### config.mk
export PLATFORM = sky130hd
export DESIGN_NAME = imem_loader
export DESIGN_NICKNAME = d
export VERILOG_FILES = /design/src/rtl/imem_loader_pkg.sv /design/src/rtl/imem_loader_byte_packer.sv /design/src/rtl/imem_loader.sv
export SDC_FILE = /design/constraint.sdc
export NUM_CORES = 1
export LEC_CHECK = 0
export CORE_UTILIZATION = 55
export CTS_CLUSTER_DIAMETER = 40
export DETAILED_ROUTE_END_ITERATION = 12
export PLACE_DENSITY = 0.88
export SYNTH_ARGS = -nofsm -noshare
export SYNTH_HDL_FRONTEND = slang
export SYNTH_SLANG_ARGS = --single-unit
### constraint.sdc
create_clock -name clk_i -period 5.8 [get_ports clk_i]
set_input_delay 0.87 -clock clk_i [delete_from_list [all_inputs] [get_ports clk_i]]
set_output_delay 0.87 -clock clk_i [all_outputs]
set_load 0.01 [all_outputs]
### src/rtl/imem_loader_pkg.sv
// Shared types and constants for the instruction-memory loader.
// Holds the loader FSM state encoding and the word/byte geometry.
package imem_loader_pkg;

   localparam int WORD_W         = 32;
   localparam int BYTE_W         = 8;
   localparam int BYTES_PER_WORD = 4;
   localparam int CNT_W          = 16;

   typedef enum logic [2:0] {
      ST_IDLE,
      ST_CLEAR,
      ST_HDR_LO,
      ST_HDR_HI,
      ST_DATA,
      ST_WRITE,
      ST_DONE,
      ST_ERR
   } state_e;

   // States from which a new load session may be started.
   function automatic logic is_restartable(input state_e s);
      return (s == ST_IDLE) || (s == ST_DONE) || (s == ST_ERR);
   endfunction

endpackage

### src/rtl/imem_loader_byte_packer.sv
// Assembles little-endian 32-bit words from a byte stream.
// word_full_o pulses combinationally on the handshake that completes a word.
module byte_packer
   import imem_loader_pkg::*;
(
   input  logic              clk_i,
   input  logic              rst_i,
   input  logic              clear_i,
   input  logic              accept_i,
   input  logic [BYTE_W-1:0] byte_i,
   output logic [WORD_W-1:0] word_o,
   output logic              word_full_o
);

   localparam int LANE_W = $clog2(BYTES_PER_WORD);

   logic [LANE_W-1:0] lane_q;

   always_ff @(posedge clk_i or negedge rst_i) begin
      if (!rst_i) begin
         lane_q <= '0;
      end else if (clear_i) begin
         lane_q <= '0;
      end else if (accept_i) begin
         lane_q <= lane_q + LANE_W'(1);
      end
   end

   generate
      for (genvar gi = 0; gi < BYTES_PER_WORD; gi++) begin : g_lane
         logic [BYTE_W-1:0] lane_byte_q;

         always_ff @(posedge clk_i or negedge rst_i) begin
            if (!rst_i) begin
               lane_byte_q <= '0;
            end else if (clear_i) begin
               lane_byte_q <= '0;
            end else if (accept_i && (lane_q == LANE_W'(gi))) begin
               lane_byte_q <= byte_i;
            end
         end

         assign word_o[gi*BYTE_W +: BYTE_W] = lane_byte_q;
      end
   endgenerate

   assign word_full_o = accept_i && (lane_q == LANE_W'(BYTES_PER_WORD - 1));

endmodule

### src/rtl/imem_loader.sv
// Loads the CPU instruction memory from a host byte stream: zero-fill,
// 16-bit little-endian word-count header, then little-endian data words.
module imem_loader
   import imem_loader_pkg::*;
#(
   parameter int WORD_COUNT = 256,
   parameter int ADDR_W     = 8
) (
   input  logic              clk_i,
   input  logic              rst_i,
   input  logic              load_req_i,
   input  logic              byte_valid_i,
   input  logic [7:0]        byte_data_i,
   output logic              byte_ready_o,
   output logic              mem_we_o,
   output logic [ADDR_W-1:0] mem_addr_o,
   output logic [31:0]       mem_wdata_o,
   output logic              busy_o,
   output logic              done_o,
   output logic              err_o,
   output logic              cpu_start_o
);

   // One extra bit so that an index equal to WORD_COUNT is representable.
   localparam int IDX_W = ADDR_W + 1;

   state_e             state_q;
   logic [IDX_W-1:0]   idx_q;
   logic [CNT_W-1:0]   count_q;
   logic               ready_q;
   logic               we_q;
   logic [ADDR_W-1:0]  addr_q;
   logic               busy_q;
   logic               done_q;
   logic               err_q;
   logic               start_q;

   logic               accept;
   logic               load_start;
   logic               pack_accept;
   logic               word_full;
   logic [WORD_W-1:0]  packed_word;
   logic [IDX_W-1:0]   idx_plus1;
   logic [CNT_W-1:0]   hdr_count;

   assign accept      = byte_valid_i && ready_q;
   assign load_start  = load_req_i && is_restartable(state_q);
   assign pack_accept = accept && (state_q == ST_DATA);
   assign idx_plus1   = idx_q + IDX_W'(1);
   assign hdr_count   = {byte_data_i, count_q[7:0]};

   byte_packer u_packer (
      .clk_i       (clk_i),
      .rst_i       (rst_i),
      .clear_i     (load_start),
      .accept_i    (pack_accept),
      .byte_i      (byte_data_i),
      .word_o      (packed_word),
      .word_full_o (word_full)
   );

   always_ff @(posedge clk_i or negedge rst_i) begin
      if (!rst_i) begin
         state_q <= ST_IDLE;
         idx_q   <= '0;
         count_q <= '0;
         ready_q <= 1'b0;
         we_q    <= 1'b0;
         addr_q  <= '0;
         busy_q  <= 1'b0;
         done_q  <= 1'b0;
         err_q   <= 1'b0;
         start_q <= 1'b0;
      end else begin
         case (state_q)
            ST_IDLE, ST_DONE, ST_ERR: begin
               if (load_req_i) begin
                  state_q <= ST_CLEAR;
                  idx_q   <= '0;
                  count_q <= '0;
                  we_q    <= 1'b1;
                  addr_q  <= '0;
                  busy_q  <= 1'b1;
                  done_q  <= 1'b0;
                  err_q   <= 1'b0;
                  start_q <= 1'b0;
               end
            end

            ST_CLEAR: begin
               if (int'(idx_q) == WORD_COUNT - 1) begin
                  state_q <= ST_HDR_LO;
                  idx_q   <= '0;
                  we_q    <= 1'b0;
                  addr_q  <= '0;
                  ready_q <= 1'b1;
               end else begin
                  idx_q  <= idx_plus1;
                  addr_q <= idx_plus1[ADDR_W-1:0];
               end
            end

            ST_HDR_LO: begin
               if (accept) begin
                  count_q[7:0] <= byte_data_i;
                  state_q      <= ST_HDR_HI;
               end
            end

            ST_HDR_HI: begin
               if (accept) begin
                  count_q[15:8] <= byte_data_i;
                  if (hdr_count == '0) begin
                     state_q <= ST_DONE;
                     ready_q <= 1'b0;
                     busy_q  <= 1'b0;
                     done_q  <= 1'b1;
                     start_q <= 1'b1;
                  end else if (int'(hdr_count) > WORD_COUNT) begin
                     state_q <= ST_ERR;
                     ready_q <= 1'b0;
                     busy_q  <= 1'b0;
                     err_q   <= 1'b1;
                  end else begin
                     state_q <= ST_DATA;
                  end
               end
            end

            ST_DATA: begin
               if (word_full) begin
                  state_q <= ST_WRITE;
                  ready_q <= 1'b0;
                  we_q    <= 1'b1;
                  addr_q  <= idx_q[ADDR_W-1:0];
               end
            end

            ST_WRITE: begin
               we_q   <= 1'b0;
               addr_q <= '0;
               idx_q  <= idx_plus1;
               if (int'(idx_plus1) == int'(count_q)) begin
                  state_q <= ST_DONE;
                  busy_q  <= 1'b0;
                  done_q  <= 1'b1;
                  start_q <= 1'b1;
               end else begin
                  state_q <= ST_DATA;
                  ready_q <= 1'b1;
               end
            end

            default: begin
               state_q <= ST_IDLE;
               ready_q <= 1'b0;
               we_q    <= 1'b0;
               busy_q  <= 1'b0;
            end
         endcase
      end
   end

   // The packer holds the completed word for exactly the WRITE cycle.
   assign mem_wdata_o  = (state_q == ST_WRITE) ? packed_word : '0;
   assign byte_ready_o = ready_q;
   assign mem_we_o     = we_q;
   assign mem_addr_o   = addr_q;
   assign busy_o       = busy_q;
   assign done_o       = done_q;
   assign err_o        = err_q;
   assign cpu_start_o  = start_q;

endmodule
==> reports/qor.csv, run 1 <==
stage,metric,value,unit
outcome,status,"complete, no violations",
drt,wl_met3,538,microns
power,powerDensity,486.4,nW/um^2
critical_path,rr_startpoint,idx_q[0]$_DFFE_PN0P_,
logic_synthesis,syn-cell-area,3824,sq um
drt,drtAntennaViolNets,0,
critical_path,end_kind,output port,
timing,setup_viol,0,
clock_tree,clk_latency,360,ps
floorplan,die_height,85.38,microns
worst_hold_path,hold_path.class,flop to flop,
floorplan,die_area,7290,sq um
logic_synthesis,syn_inst,409,
logic_synthesis,seq_area_frac_synth,49.08,%
critical_path,reg2reg_depth,12,
timing,worstMarginPinSlew,1055,ps
drt,top_layer_used,met4,
drt,wirelength_met1,4001,microns
logic_synthesis,synth_top_area_share,49.08,%
logic_synthesis,synth_cell_types,45,
global_route,grt_pass1_wl,15260,microns
drt,route.met2.wl,4554,microns
layout,diodes,0,
logic_synthesis,yosys.area_share.simple,19.83,%
logic_synthesis,synth-compound-area-share,21.73,%
clock_tree,cts_resized,0,
floorplan,fp.dieW,85.38,microns
logic_synthesis,synth-main-ff-cell,dfrtp_1,
placed_design,dpl.hpwl,6349,microns
logic_synthesis,synth_edf_count,0,
drt,dr.pass1.iters,5,
clock_tree,clkTransAtPathRegs,80,ps
logic_synthesis,yosysTopAreaCell,dfrtp_1,
logic_synthesis,synth_top_family_by_area,compound AO/OA/AOI/OAI gates,
logic_synthesis,ys_ff_latch,75,
global_route,grt_pass1_vias,3092,
drt,wire_per_inst,17.26,microns
critical_path,worstPathArrival,2680,ps
layout,post-route-util,68.19,%
drt,drc,0,
power,p_leak,2.019,nW
timing,slew_headroom,29.65,%
drt,vias_per_cell,6.096,
timing,fin_worst_skew,12.95,ps
global_route,grt_util_all_layers,27.18,%
logic_synthesis,synth_adder_area_share,2.291,%
logic_synthesis,synthArstFlopShare,100.0,%
clock_tree,postCtsSetupRepairBufs,0,
logic_synthesis,synth_xor_area_share,3.207,%
clock_tree,numCtsBuffers,9,
clock_tree,clock-sinks,75,
clock_tree,cts_hold_buf,0,
worst_hold_path,hp-start,u_packer.g_lane[1].lane_byte_q[3]$_DFFE_PN0P_,
layout,synthToLayoutAreaGrowth,20.48,%
critical_path,crit_path_end,mem_wdata_o[12],
floorplan,start_util,56.59,%
critical_path,worstPathRequired,4930,ps
global_route,grt_max_degree,76,
global_route,grt-ovfl-total,0,
floorplan,core_area,6756,sq um
floorplan,row_count,30,
critical_path,start_kind,flop,
drt,num_vias,3292,
global_route,antenna_found_initial,0,
critical_path,critPathLaunch,state_q[0]$_DFFE_PN0P_,
drt,first_iter_violations,305,
critical_path,path_class,flop to output port,
timing,min_period_over_period,61.18,%
logic_synthesis,synth_area_per_cell,9.349,sq um
timing,grt_setup_unrepaired,false,
timing,hold_viol,0,
logic_synthesis,syn_nets,428,
drt,wl,9318,microns
timing,clock.fmax,0.2818,GHz
clock_tree,h-tree-depth,3,
clock_tree,root_buffer,clkbuf_8,
timing,drv_slew,0,
clock_tree,ctsLongestPathBuffers,2,
logic_synthesis,muxShareOfSynthArea,0,%
clock_tree,cts_tree,yes,
layout,fillers,491,
placed_design,place_congestion,0.8806,
logic_synthesis,post-synth-top-count-cell,dfrtp_1,
timing,fin_setup_tns,0,ps
layout,final_net_count,475,
floorplan,ios,58,
logic_synthesis,ys_warn_count,0,
job,maxCapViolations,0,
critical_path,r2r_end,cpu_start_o$_DFFE_PN0P_,
critical_path,r2r_slack,2570,ps
power,ir_worst_vdd,0.2742,mV
timing,hold_slack,482.1,ps
layout,layout-drive-gt1-share,5.870,%
timing,period_minus_slack,3549,ps
logic_synthesis,synth_common_cells,"75 x dfrtp_1, 51 x nand2_1, 48 x o21ai_0",
logic_synthesis,ys_top_cells_by_area,"dfrtp_1 49%, o21ai_0 6.3%, a22o_1 6.0%",
placed_design,io_buffers,57,
critical_path,worstPathMaxFanout,33,
==> metrics by stage <==
step / instances / setup slack, ps / cell area (sq um) / power (mW)
6_report: 540 / 2251 / 4607 / 2.241
5_1_grt: 540 / 2076 / 4607 / 2.393
4_1_cts: 540 / 2250 / 4601 / 2.233
3_5_place_dp: 525 / 2624 / 4402 / 1.821
3_3_place_gp: 525 / 2712 / 4402 / 1.770
2_1_floorplan: 409 / 3075 / 3824 / 1.500
==> routing by layer <==
metal	global-route usage [%]	vias up
li1	-	1538
met3	4.864	24
met1	36.08	1589
met5	0	-
met2	43.33	141
met4	13.64	0
==> worst min-delay path by stage <==
stage	endpoint	slack, ps	cells past startpoint
after CTS	u_packer.g_lane[1].lane_byte_q[3]$_DFFE_PN0P_	490	2
after detailed placement	u_packer.g_lane[0].lane_byte_q[2]$_DFFE_PN0P_	470	2
after floorplan	u_packer.g_lane[0].lane_byte_q[0]$_DFFE_PN0P_	440	2
after global placement	u_packer.g_lane[2].lane_byte_q[5]$_DFFE_PN0P_	450	2
after global routing	u_packer.g_lane[1].lane_byte_q[3]$_DFFE_PN0P_	500	2
final	u_packer.g_lane[1].lane_byte_q[3]$_DFFE_PN0P_	480	2
==> layout make-up <==
class | instances | area (sq um) | area share [%]
tap | 80 | 100.1 | 2.173
sequential | 75 | 1877 | 40.74
multi-input combinational | 299 | 1805 | 39.19
inverter | 12 | 45.04 | 0.9777
timing repair buffer | 59 | 580.6 | 12.60
clock inverter | 5 | 61.31 | 1.331
clock buffer | 10 | 137.6 | 2.988
==> placed cells by master, fill, tap and decap left out, types with 9 or more instances in the layout <==
| master | synthesis | routed |
|---|---|---|
| o21ai_0 | 48 | 48 |
| a21oi_1 | 24 | 24 |
| clkbuf_8 | 0 | 10 |
| nand2_1 | 51 | 51 |
| a22o_1 | 26 | 26 |
| clkdlybuf4s50_1 | 0 | 56 |
| xnor2_1 | 12 | 12 |
| and2_1 | 34 | 34 |
| nor3_1 | 9 | 9 |
| inv_1 | 10 | 10 |
| nor2_1 | 29 | 29 |
| dfrtp_1 | 75 | 75 |
==> critical path: stages (launching register included) <==
cell	delay [ps]
dfrtp_1	690
and3b_1	840
and2_1	240
clkdlybuf4s50_1	550
==> report_power, final <==
group	switching (mW)	total, mW	leakage (nW)	internal, mW
Combinational	0.534	0.945	0.944	0.411
Clock	0.199	0.411	0.103	0.211
Sequential	0.176	0.885	0.972	0.709
Total	0.909	2.24	2.02	1.33
==> state kept, by name (all words and copies together), names as in the netlist, 2 cells and up <==
register                     cells
u_packer.g_lane.lane_byte_q     32
u_packer.lane_q                  2
mem_addr_o                       8
state_q                          3
idx_q                            9
count_q                         16
==> cells by family after synthesis <==
family,count (synthesis)
AO/OA/AOI/OAI,125
XOR/XNOR,14
adder cells (fa/ha/maj),7
buffers and inverters,35
flip-flops,75
AND/OR/NAND/NOR,153
Power figures use the tool's default switching activity.
==> run 2, diff against run 1 <==
- CORE_UTILIZATION: 55 -> 49
- PLACE_DENSITY: 0.88 -> 0.83
- clock period: 5.8 -> 3.2 ns (I/O delays scaled with it)
==> run 2 against run 1 <==
  * Sequential power increased by 81%
  * Flip-flop and latch count stayed put
  * Critical endpoint is now cpu_start_o$_DFFE_PN0P_
  * Register-to-register slack lost 2300 ps
  * Die area up 12%
  * Critical path depth grew 9
  * Cell count grew 5.4%
  * Total power grew 90%
  * Global-route usage decreased by 2.2 points
  * First-iteration DRC count fell by 0.66%
==> reports/qor.csv, run 2 (synthesis results as in run 1) <==
stage,metric,value,unit
timing,setup_viol,0,
timing,clock.fmax,0.3409,GHz
placed_design,io_buffers,57,
layout,top_regs,"u_packer.g_lane.lane_byte_q: 32 flops, count_q: 16 flops, idx_q: 9 flops",
global_route,grt-ovfl-total,0,
timing,grt_setup_unrepaired,false,
layout,final_common_cell,dfrtp_1,
clock_tree,clk_latency,360,ps
power,p_leak,2.081,nW
placed_design,place_area,4506,sq um
drt,drtAntennaViolNets,0,
layout,most-common-layout-cells,"75 x dfrtp_1, 56 x clkdlybuf4s50_1, 51 x nand2_1, 48 x o21ai_0, 34 x and2_1",
timing,min_period_over_period,91.66,%
global_route,grt_pass1_wl,16210,microns
floorplan,core_area,7408,sq um
clock_tree,clkTransAtPathRegs,90,ps
floorplan,row_count,31,
timing,slew_headroom,55.66,%
floorplan,start_util,51.61,%
placed_design,dpl.hpwl,6504,microns
layout,diodes,0,
drt,dr.pass1.iters,5,
critical_path,crit_path_cell_trace,ha_4 > nand3_4 > nor2_1 > nand3_1 > inv_1 > ha_1 > xor2_1 > nand4_1 > a2111oi_2 > o2111ai_2 > a31oi_2 > a22o_1,
power,powerDensity,895.5,nW/um^2
global_route,grt_max_degree,76,
clock_tree,cts_tree,yes,
critical_path,slowest_delay,510,ps
drt,wl,9631,microns
layout,layout-drive-gt1-share,7.872,%
layout,fillers,601,
outcome,status,"complete, no violations",
layout,synthToLayoutAreaGrowth,24.31,%
critical_path,worstPathMaxFanout,8,
floorplan,die_height,90.34,microns
timing,hold_viol,0,
job,maxCapViolations,0,
timing,period_minus_slack,2933,ps
clock_tree,numCtsBuffers,9,
clock_tree,cts_hold_buf,0,
clock_tree,root_buffer,clkbuf_8,
critical_path,worstPathRequired,3490,ps
clock_tree,ctsLongestPathBuffers,2,
drt,drc,0,
critical_path,end_kind,flop,
layout,top_register,u_packer.g_lane.lane_byte_q,
layout,finalInstanceArea,4753,sq um
clock_tree,h-tree-depth,3,
timing,drv_slew,0,
timing,fin_worst_skew,12.27,ps
drt,vias_per_cell,5.868,
drt,num_vias,3339,
floorplan,ios,58,
timing,fin_setup_tns,0,ps
clock_tree,clock-sinks,75,
layout,largest_reg_flops,32,
floorplan,die_area,8160,sq um
critical_path,start_kind,flop,
critical_path,crit_slowest_cell,dfrtp_1,
worst_hold_path,hold_path.class,input pin to asynchronous set/reset pin,
floorplan,fp.dieW,90.34,microns
drt,wire_per_inst,16.93,microns
global_route,antenna_found_initial,0,
drt,first_iter_violations,303,
critical_path,worstPathArrival,3230,ps
placed_design,place_congestion,0.9540,
timing,worstMarginPinSlew,662.5,ps
critical_path,path_class,flop to flop,
global_route,grt_util_all_layers,25.00,%
global_route,grt_pass1_vias,3226,
power,ir_worst_vdd,0.4510,mV
layout,final_net_count,484,
[run 2: metrics by stage]
step,cells,setup WS [ps],hold slack (ps),power [mW],utilization (%)
4_1_cts,569,125.2,166.2,4.234,63.99
3_3_place_gp,553,362.1,456.6,3.295,60.82
6_report,569,266.9,145.6,4.256,64.16
3_5_place_dp,553,140.6,466.3,3.365,60.82
2_1_floorplan,409,475.2,184.4,2.719,-
5_1_grt,569,27.51,179.5,4.553,64.16
[run 2: worst paths after layout]
check                                                           endpoint  slack, ps  cells past startpoint                                           from
max reg2reg                                      cpu_start_o$_DFFE_PN0P_        270                     12                           idx_q[0]$_DFFE_PN0P_
min reg2reg                u_packer.g_lane[0].lane_byte_q[1]$_DFFE_PN0P_        480                      2  u_packer.g_lane[0].lane_byte_q[1]$_DFFE_PN0P_
max                                              cpu_start_o$_DFFE_PN0P_        270                     12                           idx_q[0]$_DFFE_PN0P_
min in group clk_i         u_packer.g_lane[0].lane_byte_q[1]$_DFFE_PN0P_        480                      2  u_packer.g_lane[0].lane_byte_q[1]$_DFFE_PN0P_
max in group asynchronous                         state_q[0]$_DFFE_PN0P_       2730                      2                                          rst_i
min                                            mem_addr_o[3]$_DFFE_PN0P_        150                      2                                          rst_i
[run 2: what timing repair did]
item                                    CTS  global route
setup buffers                             0             0
endpoints found under the setup margin    0             4
gates resized for setup                   0             2
[run 2: worst max-delay path: cells and delay by family (launching register included)]
family / cells / cell delay [ps]
AOI/OAI and AO/OA: 4 / 1010
xor gates and xnor gates: 1 / 160
adders and majority gates: 2 / 500
buffers and inverters: 1 / 90
DFF: 1 / 510
and+or+nand+nor: 4 / 610
[run 2: final cells by class]
class	instances	area, sq um	share of cell area (%)
inverters	12	45.04	0.9476
clock buffers	10	137.6	2.895
repair buffers	68	660.6	13.90
clock inverters	6	97.59	2.053
multi-input cells	299	1812	38.12
well taps	99	123.9	2.606
flip-flops and latches	75	1877	39.48
[run 2: layer usage]
layer / vias up / GRT usage (%) / share of wire [%]
met5: - / 0 / 0
met4: 0 / 11.16 / 1.9
met3: 17 / 3.620 / 4.9
met2: 132 / 39.12 / 49
met1: 1642 / 34.69 / 44
li1: 1548 / - / -
[run 2: report_power, final]
| group | leakage (nW) | switching, mW | internal (mW) |
|---|---|---|---|
| Clock | 0.119 | 0.384 | 0.470 |
| Combinational | 0.991 | 0.996 | 0.810 |
| Sequential | 0.972 | 0.312 | 1.28 |
